File: config.mk
export PLATFORM = sky130hd
export DESIGN_NAME = residual_adder_rd_ctrl
export DESIGN_NICKNAME = d
export VERILOG_FILES = /design/src/rtl/residual_adder_rd_ctrl.sv
export SDC_FILE = /design/constraint.sdc
export NUM_CORES = 1
export LEC_CHECK = 0
export BUFFER_PORTS_ARGS = -buffer_cell sky130_fd_sc_hd__clkbuf_2
export CORE_AREA = 5 5 169 171
export CTS_CLUSTER_DIAMETER = 150
export CTS_CLUSTER_SIZE = 24
export DETAILED_ROUTE_END_ITERATION = 8
export DIE_AREA = 0 0 174 176
export HOLD_SLACK_MARGIN = 0.08
export MAX_ROUTING_LAYER = met4
export PLACE_DENSITY_LB_ADDON = 0.08
export SKIP_LAST_GASP = 1
export SLEW_MARGIN = 20
export SYNTH_ARGS = -nofsm -noshare
export SYNTH_HDL_FRONTEND = slang
export SYNTH_SLANG_ARGS = --single-unit
File: constraint.sdc
create_clock -name clk -period 3 [get_ports clk]
set_input_delay 0.45 -clock clk [delete_from_list [all_inputs] [get_ports clk]]
set_output_delay 0.45 -clock clk [all_outputs]
set_load 0.02 [all_outputs]
File: src/rtl/residual_adder_rd_ctrl.sv
// residual_adder_rd_ctrl: streams len words from residual+global SRAMs in lockstep, emits int8 lane sums with dst addresses.
// Latency: sum valid RD_LAT+1 cycles after the matching ren; done one cycle after the last valid (len+RD_LAT+2 from start).
// Backpressure: none, one read per cycle and every valid must be taken; RS_ADDER_SAT_EN selects saturating lanes (wrap otherwise).
module residual_adder_rd_ctrl #(
  parameter int ADDR_W = 9,
  parameter int LANE_W = 8,
  parameter int LANES  = 16,
  parameter int RD_LAT = 1
) (
  input  logic                    clk,
  input  logic                    rst_n,
  input  logic                    start,
  input  logic [ADDR_W:0]         cfg_len,
  input  logic [ADDR_W-1:0]       cfg_src_base,
  input  logic [ADDR_W-1:0]       cfg_dst_base,
  output logic                    residual_sram_ren,
  output logic [ADDR_W-1:0]       residual_sram_raddr,
  input  logic [LANES*LANE_W-1:0] residual_sram_rdata,
  output logic                    global_sram_ren,
  output logic [ADDR_W-1:0]       global_sram_raddr,
  input  logic [LANES*LANE_W-1:0] global_sram_rdata,
  output logic [LANES*LANE_W-1:0] rs_adder_out_data,
  output logic                    rs_adder_out_data_vld,
  output logic [ADDR_W-1:0]       rs_adder_out_addr,
  output logic                    busy,
  output logic                    done
);

  localparam int DATA_W = LANES * LANE_W;

  typedef enum logic [1:0] {IDLE, ISSUE, DRAIN, FIN} state_t;

  state_t              state_q, state_d;
  logic [ADDR_W:0]     len_q, len_d;
  logic [ADDR_W:0]     issue_cnt_q, issue_cnt_d;
  logic [ADDR_W:0]     out_cnt_q, out_cnt_d;
  logic [ADDR_W-1:0]   src_q, src_d;
  logic [ADDR_W-1:0]   dst_q, dst_d;
  logic                ren_q, ren_d;
  logic [ADDR_W-1:0]   raddr_q, raddr_d;
  logic [RD_LAT-1:0]   vld_pipe_q, vld_pipe_d;
  logic                rd_emerge;
  logic                out_vld_q, out_vld_d;
  logic [DATA_W-1:0]   out_data_q, out_data_d;
  logic [ADDR_W-1:0]   out_addr_q, out_addr_d;
  logic [DATA_W-1:0]   sum;

  // Read data for an issued word is on the SRAM ports while its tracking bit sits at the pipe tail
  assign rd_emerge = vld_pipe_q[RD_LAT-1];

  // Job FSM: config latch, read issue sequencing, drain wait and done pulse
  always_comb begin
    state_d     = state_q;
    len_d       = len_q;
    src_d       = src_q;
    dst_d       = dst_q;
    issue_cnt_d = issue_cnt_q;
    ren_d       = 1'b0;
    raddr_d     = raddr_q;
    case (state_q)
      IDLE: begin
        if (start) begin
          if (cfg_len != '0) begin
            len_d       = cfg_len;
            src_d       = cfg_src_base;
            dst_d       = cfg_dst_base;
            ren_d       = 1'b1;
            raddr_d     = cfg_src_base;
            issue_cnt_d = (ADDR_W+1)'(1);
            state_d     = ISSUE;
          end else begin
            state_d = FIN;
          end
        end
      end
      ISSUE: begin
        // issue_cnt counts reads already on the ren/raddr registers
        if (issue_cnt_q == len_q) begin
          state_d = DRAIN;
        end else begin
          ren_d       = 1'b1;
          raddr_d     = src_q + issue_cnt_q[ADDR_W-1:0];
          issue_cnt_d = issue_cnt_q + (ADDR_W+1)'(1);
        end
      end
      DRAIN: begin
        if (out_cnt_q == len_q) state_d = FIN;
      end
      FIN: begin
        state_d = IDLE;
      end
      default: state_d = IDLE;
    endcase
  end

  // Shift register tracking each issued read until its data is valid
  always_comb begin
    vld_pipe_d    = '0;
    vld_pipe_d[0] = ren_q;
    for (int i = 1; i < RD_LAT; i++) vld_pipe_d[i] = vld_pipe_q[i-1];
  end

  // Lane-wise signed add of the residual and global words
  always_comb begin
    sum = '0;
    for (int i = 0; i < LANES; i++) begin
`ifdef RS_ADDER_SAT_EN
      logic [LANE_W-1:0] a;
      logic [LANE_W-1:0] b;
      logic [LANE_W:0]   ext;
      a   = residual_sram_rdata[i*LANE_W +: LANE_W];
      b   = global_sram_rdata[i*LANE_W +: LANE_W];
      ext = {a[LANE_W-1], a} + {b[LANE_W-1], b};
      // Sign bits disagree only when the true sum leaves the int8 range
      if (ext[LANE_W] != ext[LANE_W-1]) begin
        sum[i*LANE_W +: LANE_W] = ext[LANE_W] ? {1'b1, {(LANE_W-1){1'b0}}}
                                              : {1'b0, {(LANE_W-1){1'b1}}};
      end else begin
        sum[i*LANE_W +: LANE_W] = ext[LANE_W-1:0];
      end
`else
      sum[i*LANE_W +: LANE_W] = residual_sram_rdata[i*LANE_W +: LANE_W]
                              + global_sram_rdata[i*LANE_W +: LANE_W];
`endif
    end
  end

  // Output registers load as tracked reads emerge; data and address hold otherwise
  always_comb begin
    out_vld_d  = 1'b0;
    out_data_d = out_data_q;
    out_addr_d = out_addr_q;
    out_cnt_d  = out_cnt_q;
    if (state_q == FIN) out_cnt_d = '0;
    if (rd_emerge) begin
      out_vld_d  = 1'b1;
      out_data_d = sum;
      out_addr_d = dst_q + out_cnt_q[ADDR_W-1:0];
      out_cnt_d  = out_cnt_q + (ADDR_W+1)'(1);
    end
  end

  // State register with synchronous active-low reset; reset aborts any job in flight
  always_ff @(posedge clk) begin
    if (!rst_n) begin
      state_q     <= IDLE;
      len_q       <= '0;
      src_q       <= '0;
      dst_q       <= '0;
      issue_cnt_q <= '0;
      out_cnt_q   <= '0;
      ren_q       <= 1'b0;
      raddr_q     <= '0;
      vld_pipe_q  <= '0;
      out_vld_q   <= 1'b0;
      out_data_q  <= '0;
      out_addr_q  <= '0;
    end else begin
      state_q     <= state_d;
      len_q       <= len_d;
      src_q       <= src_d;
      dst_q       <= dst_d;
      issue_cnt_q <= issue_cnt_d;
      out_cnt_q   <= out_cnt_d;
      ren_q       <= ren_d;
      raddr_q     <= raddr_d;
      vld_pipe_q  <= vld_pipe_d;
      out_vld_q   <= out_vld_d;
      out_data_q  <= out_data_d;
      out_addr_q  <= out_addr_d;
    end
  end

  assign residual_sram_ren     = ren_q;
  assign residual_sram_raddr   = raddr_q;
  assign global_sram_ren       = ren_q;
  assign global_sram_raddr     = raddr_q;
  assign rs_adder_out_data     = out_data_q;
  assign rs_adder_out_data_vld = out_vld_q;
  assign rs_adder_out_addr     = out_addr_q;
  assign busy                  = (state_q == ISSUE) || (state_q == DRAIN);
  assign done                  = (state_q == FIN);

endmodule

==> out/qor.yml, run 1 <==
numCtsBuffers: 17
drv_cap: 0
startpoint_type: "flop"
viasPerCell: 5.29
max_slew_margin_pct: 41.6
core_sq_um: 26700
place_area_sq_um: 14900
cts_buffer_depth: 2
min_path_cells: 3
path_class: "flop to flop"
syn_area_sq_um: 12500
yosysWarnings: 0
cts_hold_buf: 0
holdPathEnd: "dst_q[8]"
post_route_cells_drive_above_1_share_pct: 27.8
fin_nets: 2252
worstSetupEndpointType: "flop"
ys_types: 53
clock_latency_ns: 0.44
place_ws_ns: 0.732
start_util_pct: 46.7
vias: 11500
rrSetupSlack_ns: 0.75
holdCritStartpoint: "cfg_dst_base[8]"
drt_iter0_drc: 503
crit_fanout: 7
hold_class: "primary input to flop"
route.detailed.drc: 0
finClkSkew_ns: 0.0166
syn2layout_area_growth_pct: 24.7
grt_pass1_vias: 11500
die_x_um: 174
globalplace.congestion: 0.883
total_power_mw: 9.11
syn_inst: 1409
h-tree-depth: 4
fmax_ghz: 0.444
layout_setup_ws_ns: 0.746
hpwl_mm: 30.5
cp_slowest_cell: "fa_1"
slew_viol_final: 0
crit_required_ns: 3.31
multiInputGateArea_sq_um: 8090
fin_tns_setup_ns: 0
rows: 60
crit-reg2reg-launch: "out_cnt_q[0]"
cts_tree: "yes"
grt_max_degree: 100
root_buffer: "clkbuf_16"
wl_per_cell_um: 17.7
synth_seq_area_share_pct: 31.9
crit_chain: "ha_1 > fa_1 > a21o_1 > a211oi_1 > nor2_1 > o41ai_1 > xnor2_1 > a21oi_1"
die_area_sq_um: 30600
post_cts.repair.setup_buffers: 0
synth-seq-cells: 199
min_period_over_period_pct: 75.1
postSynthAreaPerCell_sq_um: 8.85
seq_area_sq_um: 3990
grt_pass1_wl_mm: 60.6
post_cts_resize_count: 0
grt_setup_unrepaired: "no"
track_usage_pct: 25.2
stdcell_area_sq_um: 15600
period_needed_ns: 2.25
synth_edf_count: 0
ys_async_sr_fraction_pct: 0
leakage_nw: 7.17
die_y_um: 176
path_clk_slew_ns: 0.07
final_antenna_net_count: 0
setup_violations: 0
fin_util_pct: 58.2
routed_wl_mm: 38.5
cts.sinks: 199
rr_worst_depth: 8
synth_ff_type: "dfxtp_1"
r2r_end: "rs_adder_out_addr[8]"
tightest_slew_ns: 0.876
first_pass_iters: 5
powerDensity_nw_per_um2: 586
grt_antenna_before_repair: 2
slowest_delay_ns: 0.41
cp.arrival_ns: 2.56
ir_drop_mv: 0.429
status: "finished, final reports clean"
portBuffers: 446
pin_count: 447
hold_violations: 0
fill_cells: 2509
synth_nets: 1848
overflow: 0
placed cells by master (no fill, tap or decap), drive strengths merged, types with 20 or more instances in the layout:
master and n:
mux2i 99, nand3 59, a21o 33, clkbuf 464
a211oi 39, ha 134, xor2 34, nor2 240
dfxtp 199, o21ai 75, nand2 29, nor2b 20
nand4 36, xnor2 95, nor3 23, a21oi 78
inv 24
synthesized netlist by cell type (2+ instances only):
| cell type | count | area (sq um) |
|---|---|---|
| fa_1 | 18 | 360 |
| nand3_1 | 59 | 295 |
| inv_1 | 18 | 67.6 |
| nand2_1 | 28 | 105 |
| o21a_1 | 8 | 60.1 |
| or3_1 | 14 | 87.6 |
| a31oi_1 | 7 | 43.8 |
| clkbuf_1 | 39 | 146 |
| o22ai_1 | 7 | 43.8 |
| xnor2_1 | 95 | 832 |
| or2_2 | 4 | 25.0 |
| nor2_1 | 240 | 901 |
| or4_1 | 13 | 97.6 |
| buf_4 | 10 | 75.1 |
| o41ai_1 | 17 | 149 |
| nor3_1 | 22 | 110 |
| ha_1 | 134 | 1680 |
| dfxtp_1 | 199 | 3980 |
| nor4_2 | 2 | 25.0 |
| a211oi_2 | 4 | 50.1 |
| o31a_1 | 3 | 26.3 |
| o21bai_1 | 2 | 15.0 |
| mux2i_1 | 99 | 991 |
| nand2b_1 | 2 | 12.5 |
| a21oi_1 | 78 | 390 |
| o21ai_0 | 74 | 370 |
| buf_1 | 12 | 45.0 |
| and3_1 | 4 | 25.0 |
| buf_2 | 11 | 55.1 |
| xor2_1 | 34 | 298 |
| a21o_1 | 33 | 248 |
| nor4_1 | 2 | 12.5 |
| a211oi_1 | 35 | 263 |
| nor3b_1 | 2 | 15.0 |
| nand4_1 | 36 | 225 |
| o211ai_1 | 5 | 37.5 |
| nor2b_1 | 20 | 125 |
| buf_6 | 2 | 22.5 |
| a211o_1 | 3 | 26.3 |
worst max path at each step:
stage / depth (start not counted) / slack [ns] / start / end
6_report: 8 / 0.75 / out_cnt_q[0] / rs_adder_out_addr[8]
5_1_grt: 8 / 0.59 / out_cnt_q[0] / rs_adder_out_addr[8]
4_1_cts: 8 / 0.74 / out_cnt_q[0] / rs_adder_out_addr[8]
3_5_place_dp: 8 / 0.73 / residual_sram_rdata[121] / rs_adder_out_data[127]
3_3_place_gp: 8 / 0.69 / residual_sram_rdata[121] / rs_adder_out_data[127]
2_1_floorplan: 8 / 0.90 / out_cnt_q[0] / rs_adder_out_addr[8]
metrics by stage:
step | hold WS, ns | instances
2_1_floorplan | 0.464 | 1409
3_3_place_gp | 0.458 | 2135
3_5_place_dp | 0.468 | 2135
4_1_cts | 0.238 | 2167
5_1_grt | 0.254 | 2169
6_report | 0.254 | 2169
registers in the layout (all words and copies together), names as in the netlist:
register               flops
rd_emerge                  1
out_cnt_q                 10
rs_adder_out_data_vld      1
dst_q                      9
rs_adder_out_addr          9
rs_adder_out_data        128
len_q                     10
state_q                    2
issue_cnt_q               10
src_q                      9
global_sram_ren            1
global_sram_raddr          9
routing by layer:
metal  part of all wire (%)  vias to the layer above  GRT usage, %
li1                       -                     5855             -
met1                     43                     5236          30.8
met2                     47                      327          41.2
met3                    6.3                       60          6.06
met4                    3.3                        0          8.28
met5                      0                        -             -
report_power, final:
group / switching, mW / internal (mW)
clock: 1.15 / 1.28
combinational: 2.04 / 1.39
sequential: 0.258 / 3.00
kinds of logic after synthesis:
logic type	Yosys count	share of synthesized area, %
fa+ha+maj	152	16.3
simple gates	453	16.8
compound gates	285	14.6
buf+inv	92	3.30
mux	99	7.94
xor+xnor	129	9.06
flops	199	31.9
area by class of cell:
type,count,share of cell area [%]
inverter,18,0.466
antenna,2,0.0322
timing repair buffer,459,15.2
clock buffer,19,2.78
tap,341,2.74
sequential,199,25.6
clock inverter,13,1.20
multi-input combinational,1118,52.0
worst max-delay path: cells and delay by family, from the launching register on:
family | cells | cell delay [ns]
xor gates and xnor gates | 1 | 0.16
and+or+nand+nor | 1 | 0.09
DFF | 1 | 0.38
AOI/OAI and AO/OA | 4 | 0.84
adders and majority gates | 2 | 0.67
(Power assumes the default switching activity.)
==> run 2, diff against run 1 <==
--- a/config.mk
+++ b/config.mk
@@ -5,12 +5,14 @@
 export SDC_FILE = /design/constraint.sdc
 export NUM_CORES = 1
 export LEC_CHECK = 0
+export ABC_AREA = 1
 export BUFFER_PORTS_ARGS = -buffer_cell sky130_fd_sc_hd__clkbuf_2
-export CORE_AREA = 5 5 169 171
+export CORE_ASPECT_RATIO = 1.25
+export CORE_MARGIN = 5
+export CORE_UTILIZATION = 47
 export CTS_CLUSTER_DIAMETER = 150
 export CTS_CLUSTER_SIZE = 24
 export DETAILED_ROUTE_END_ITERATION = 8
-export DIE_AREA = 0 0 174 176
 export HOLD_SLACK_MARGIN = 0.08
 export MAX_ROUTING_LAYER = met4
 export PLACE_DENSITY_LB_ADDON = 0.08
==> constraint.sdc (replaced) <==
create_clock -name clk -period 2.05 [get_ports clk]
set_input_delay 0.3075 -clock clk [delete_from_list [all_inputs] [get_ports clk]]
set_output_delay 0.3075 -clock clk [all_outputs]
set_load 0.02 [all_outputs]
==> run 2 against run 1 <==
  * Register-to-register slack lost 0.56 ns
  * Critical path depth up 2
  * Sequential share of layout area is 1.1 points lower
  * Critical path type unchanged
  * Largest power group unchanged
==> out/qor.yml, run 2 <==
status: "finished, final reports clean"
finClkSkew_ns: 0.0115  # -0.00507 ns
grt_pass1_vias: 13100  # +13%
ys_async_sr_fraction_pct: 0  # unchanged
start_util_pct: 47.3  # +0.65 points
max_slew_margin_pct: 48.5  # +6.9 points
largest_register_ffs: 128  # unchanged
ir_drop_mv: 0.483  # +13%
core_sq_um: 27500  # +2.8%
post_route_cells_drive_above_1_share_pct: 23.1  # -4.7 points
hpwl_mm: 33.2  # +8.9%
layout.cells.most_common: "clkbuf_2"
track_usage_pct: 26.8  # +1.6 points
cp.arrival_ns: 2.26  # -0.30 ns
h-tree-depth: 4  # unchanged
synth_commonest_cells: "354 x nand2_1, 297 x nor2_1, 199 x dfxtp_1, 191 x inv_1, 161 x o21ai_0"
setup_violations: 0  # unchanged
syn2layout_area_growth_pct: 24.9  # about the same
synth_ff_type: "dfxtp_1"
synth-seq-cells: 199  # unchanged
grt_pass1_wl_mm: 66.3  # +9.3%
drv_cap: 0  # unchanged
leakage_nw: 9.18  # +28%
numCtsBuffers: 17  # unchanged
pin_count: 447  # unchanged
min_period_over_period_pct: 91.1  # +16 points
period_needed_ns: 1.87  # -0.387 ns
die_area_sq_um: 31100  # +1.6%
die_y_um: 196  # +11%
clock_latency_ns: 0.45  # about the same
hold_violations: 0  # unchanged
synth_top_area_share_pct: 30.6  # -1.3 points
grt_antenna_before_repair: 1  # -1
routed_wl_mm: 41.8  # +8.7%
first_pass_iters: 5  # unchanged
grt_max_degree: 72  # -28%
vias: 13300  # +16%
powerDensity_nw_per_um2: 929  # +59%
fin_nets: 2710  # +20%
synth.area.top_cells: "dfxtp_1 31%, ha_1 13%, nand2_1 10%"
final_cell_mix: "445 x clkbuf_2, 353 x nand2_1, 297 x nor2_1"
holdWs_ns: 0.0961  # -0.158 ns
slew_viol_final: 0  # unchanged
cts.sinks: 199  # unchanged
crit_fanout: 5  # -2
overflow: 0  # unchanged
rows: 68  # +13%
cts_hold_buf: 0  # unchanged
startpoint_type: "flop"
crit_required_ns: 2.44  # -0.87 ns
final_cell_count_no_fill: 2635  # +21%
post_cts.repair.setup_buffers: 0  # unchanged
dp_cells: 2602  # +22%
yosysTopAreaCell: "dfxtp_1"
portBuffers: 446  # unchanged
drt_iter0_drc: 514  # +2.2%
grt_setup_unrepaired: "no"
wl_per_cell_um: 15.9  # -11%
path_clk_slew_ns: 0.07  # about the same
globalplace.congestion: 0.934  # +5.7%
yosysMostFrequentCell: "nand2_1"
hold_class: "primary input to flop"
synth_nets: 2291  # +24%
synth_seq_area_share_pct: 30.6  # -1.3 points
root_buffer: "clkbuf_16"
tightest_slew_ns: 0.773  # -0.104 ns
viasPerCell: 5.04  # -4.7%
worstSetupEndpointType: "flop"
path_class: "flop to flop"
ys_types: 40  # -25%
fmax_ghz: 0.536  # +21%
fin_tns_setup_ns: 0  # unchanged
postSynthAreaPerCell_sq_um: 7.02  # -21%
yosysWarnings: 0  # unchanged
syn_inst: 1852  # +31%
syn_area_sq_um: 13000  # +4.3%
final_antenna_net_count: 0  # unchanged
cts_buffer_depth: 2  # unchanged
route.detailed.drc: 0  # unchanged
die_x_um: 159  # -8.7%
cts_tree: "yes"
synth_edf_count: 0  # unchanged
## run 2: worst max-delay path, stage by stage, from the launching register on
cell,delay (ns)
dfxtp_1,0.37
ha_1,0.24
fa_1,0.40
nand3_1,0.10
nand2_1,0.10
nand4_1,0.09
nand3_1,0.08
or2_2,0.28
nand3_1,0.07
nand2_1,0.05
inv_1,0.04
## run 2: repair_timing
action,4_1_cts,5_1_grt
gates resized for setup,0,2
endpoints found under the hold margin,0,0
setup endpoints to repair,0,2
## run 2: cell type report
type	count	area, sq um
flip-flops and latches	199	3990
diodes	1	2.50
inverters	193	726
clock buffers	21	460
multi-input cells	1386	7950
repair buffers	474	2510
fillers	2663	11200
clock inverters	11	169
well taps	350	438
## run 2: cells by family (layout without fill, tap and decap cells)
group | Yosys count | after routing | share of synthesized area, %
AO/OA/AOI/OAI | 355 | 355 | 14.8
XOR/XNOR | 78 | 78 | 5.25
adder cells (fa/ha/maj) | 152 | 152 | 15.7
buffers and inverters | 267 | 699 | 8.29
flip-flops | 199 | 199 | 30.6
other | 0 | 1 | 0
AND/OR/NAND/NOR | 801 | 801 | 25.4
## run 2: layer usage
layer,global-route usage (%),vias to the layer above,wire length [um]
met5,-,-,0
met4,8.86,0,1210
met3,6.22,59,2520
met2,48.5,353,21600
met1,28.7,6005,16400
li1,-,6872,-
## run 2: power breakdown
part | internal, mW | total (mW) | switching [mW] | leakage, nW
registers | 4.62 | 5.13 | 0.519 | 1.63
logic | 2.25 | 6.27 | 4.03 | 7.24
clock network | 2.12 | 3.68 | 1.56 | 0.308
## run 2: stage by stage
stage	worst slack, ns	util, %	power [mW]	area [sq um]
6_report	0.183	59.1	15.1	16200
3_3_place_gp	0.124	56.8	11.4	15600
3_5_place_dp	0.122	56.8	11.5	15600
2_1_floorplan	0.323	-	9.49	13000
4_1_cts	0.171	59.1	15.2	16200
5_1_grt	0.00626	59.1	16.2	16200
## run 2: worst paths after layout
path	from	end	slack, ns	cells past startpoint
hold / removal	cfg_dst_base[0]	dst_q[0]	0.1	3
hold reg to reg	global_sram_raddr[1]	global_sram_raddr[1]	0.48	2
setup / recovery	out_cnt_q[0]	rs_adder_out_addr[8]	0.18	10
setup reg to reg	out_cnt_q[0]	rs_adder_out_addr[8]	0.18	10
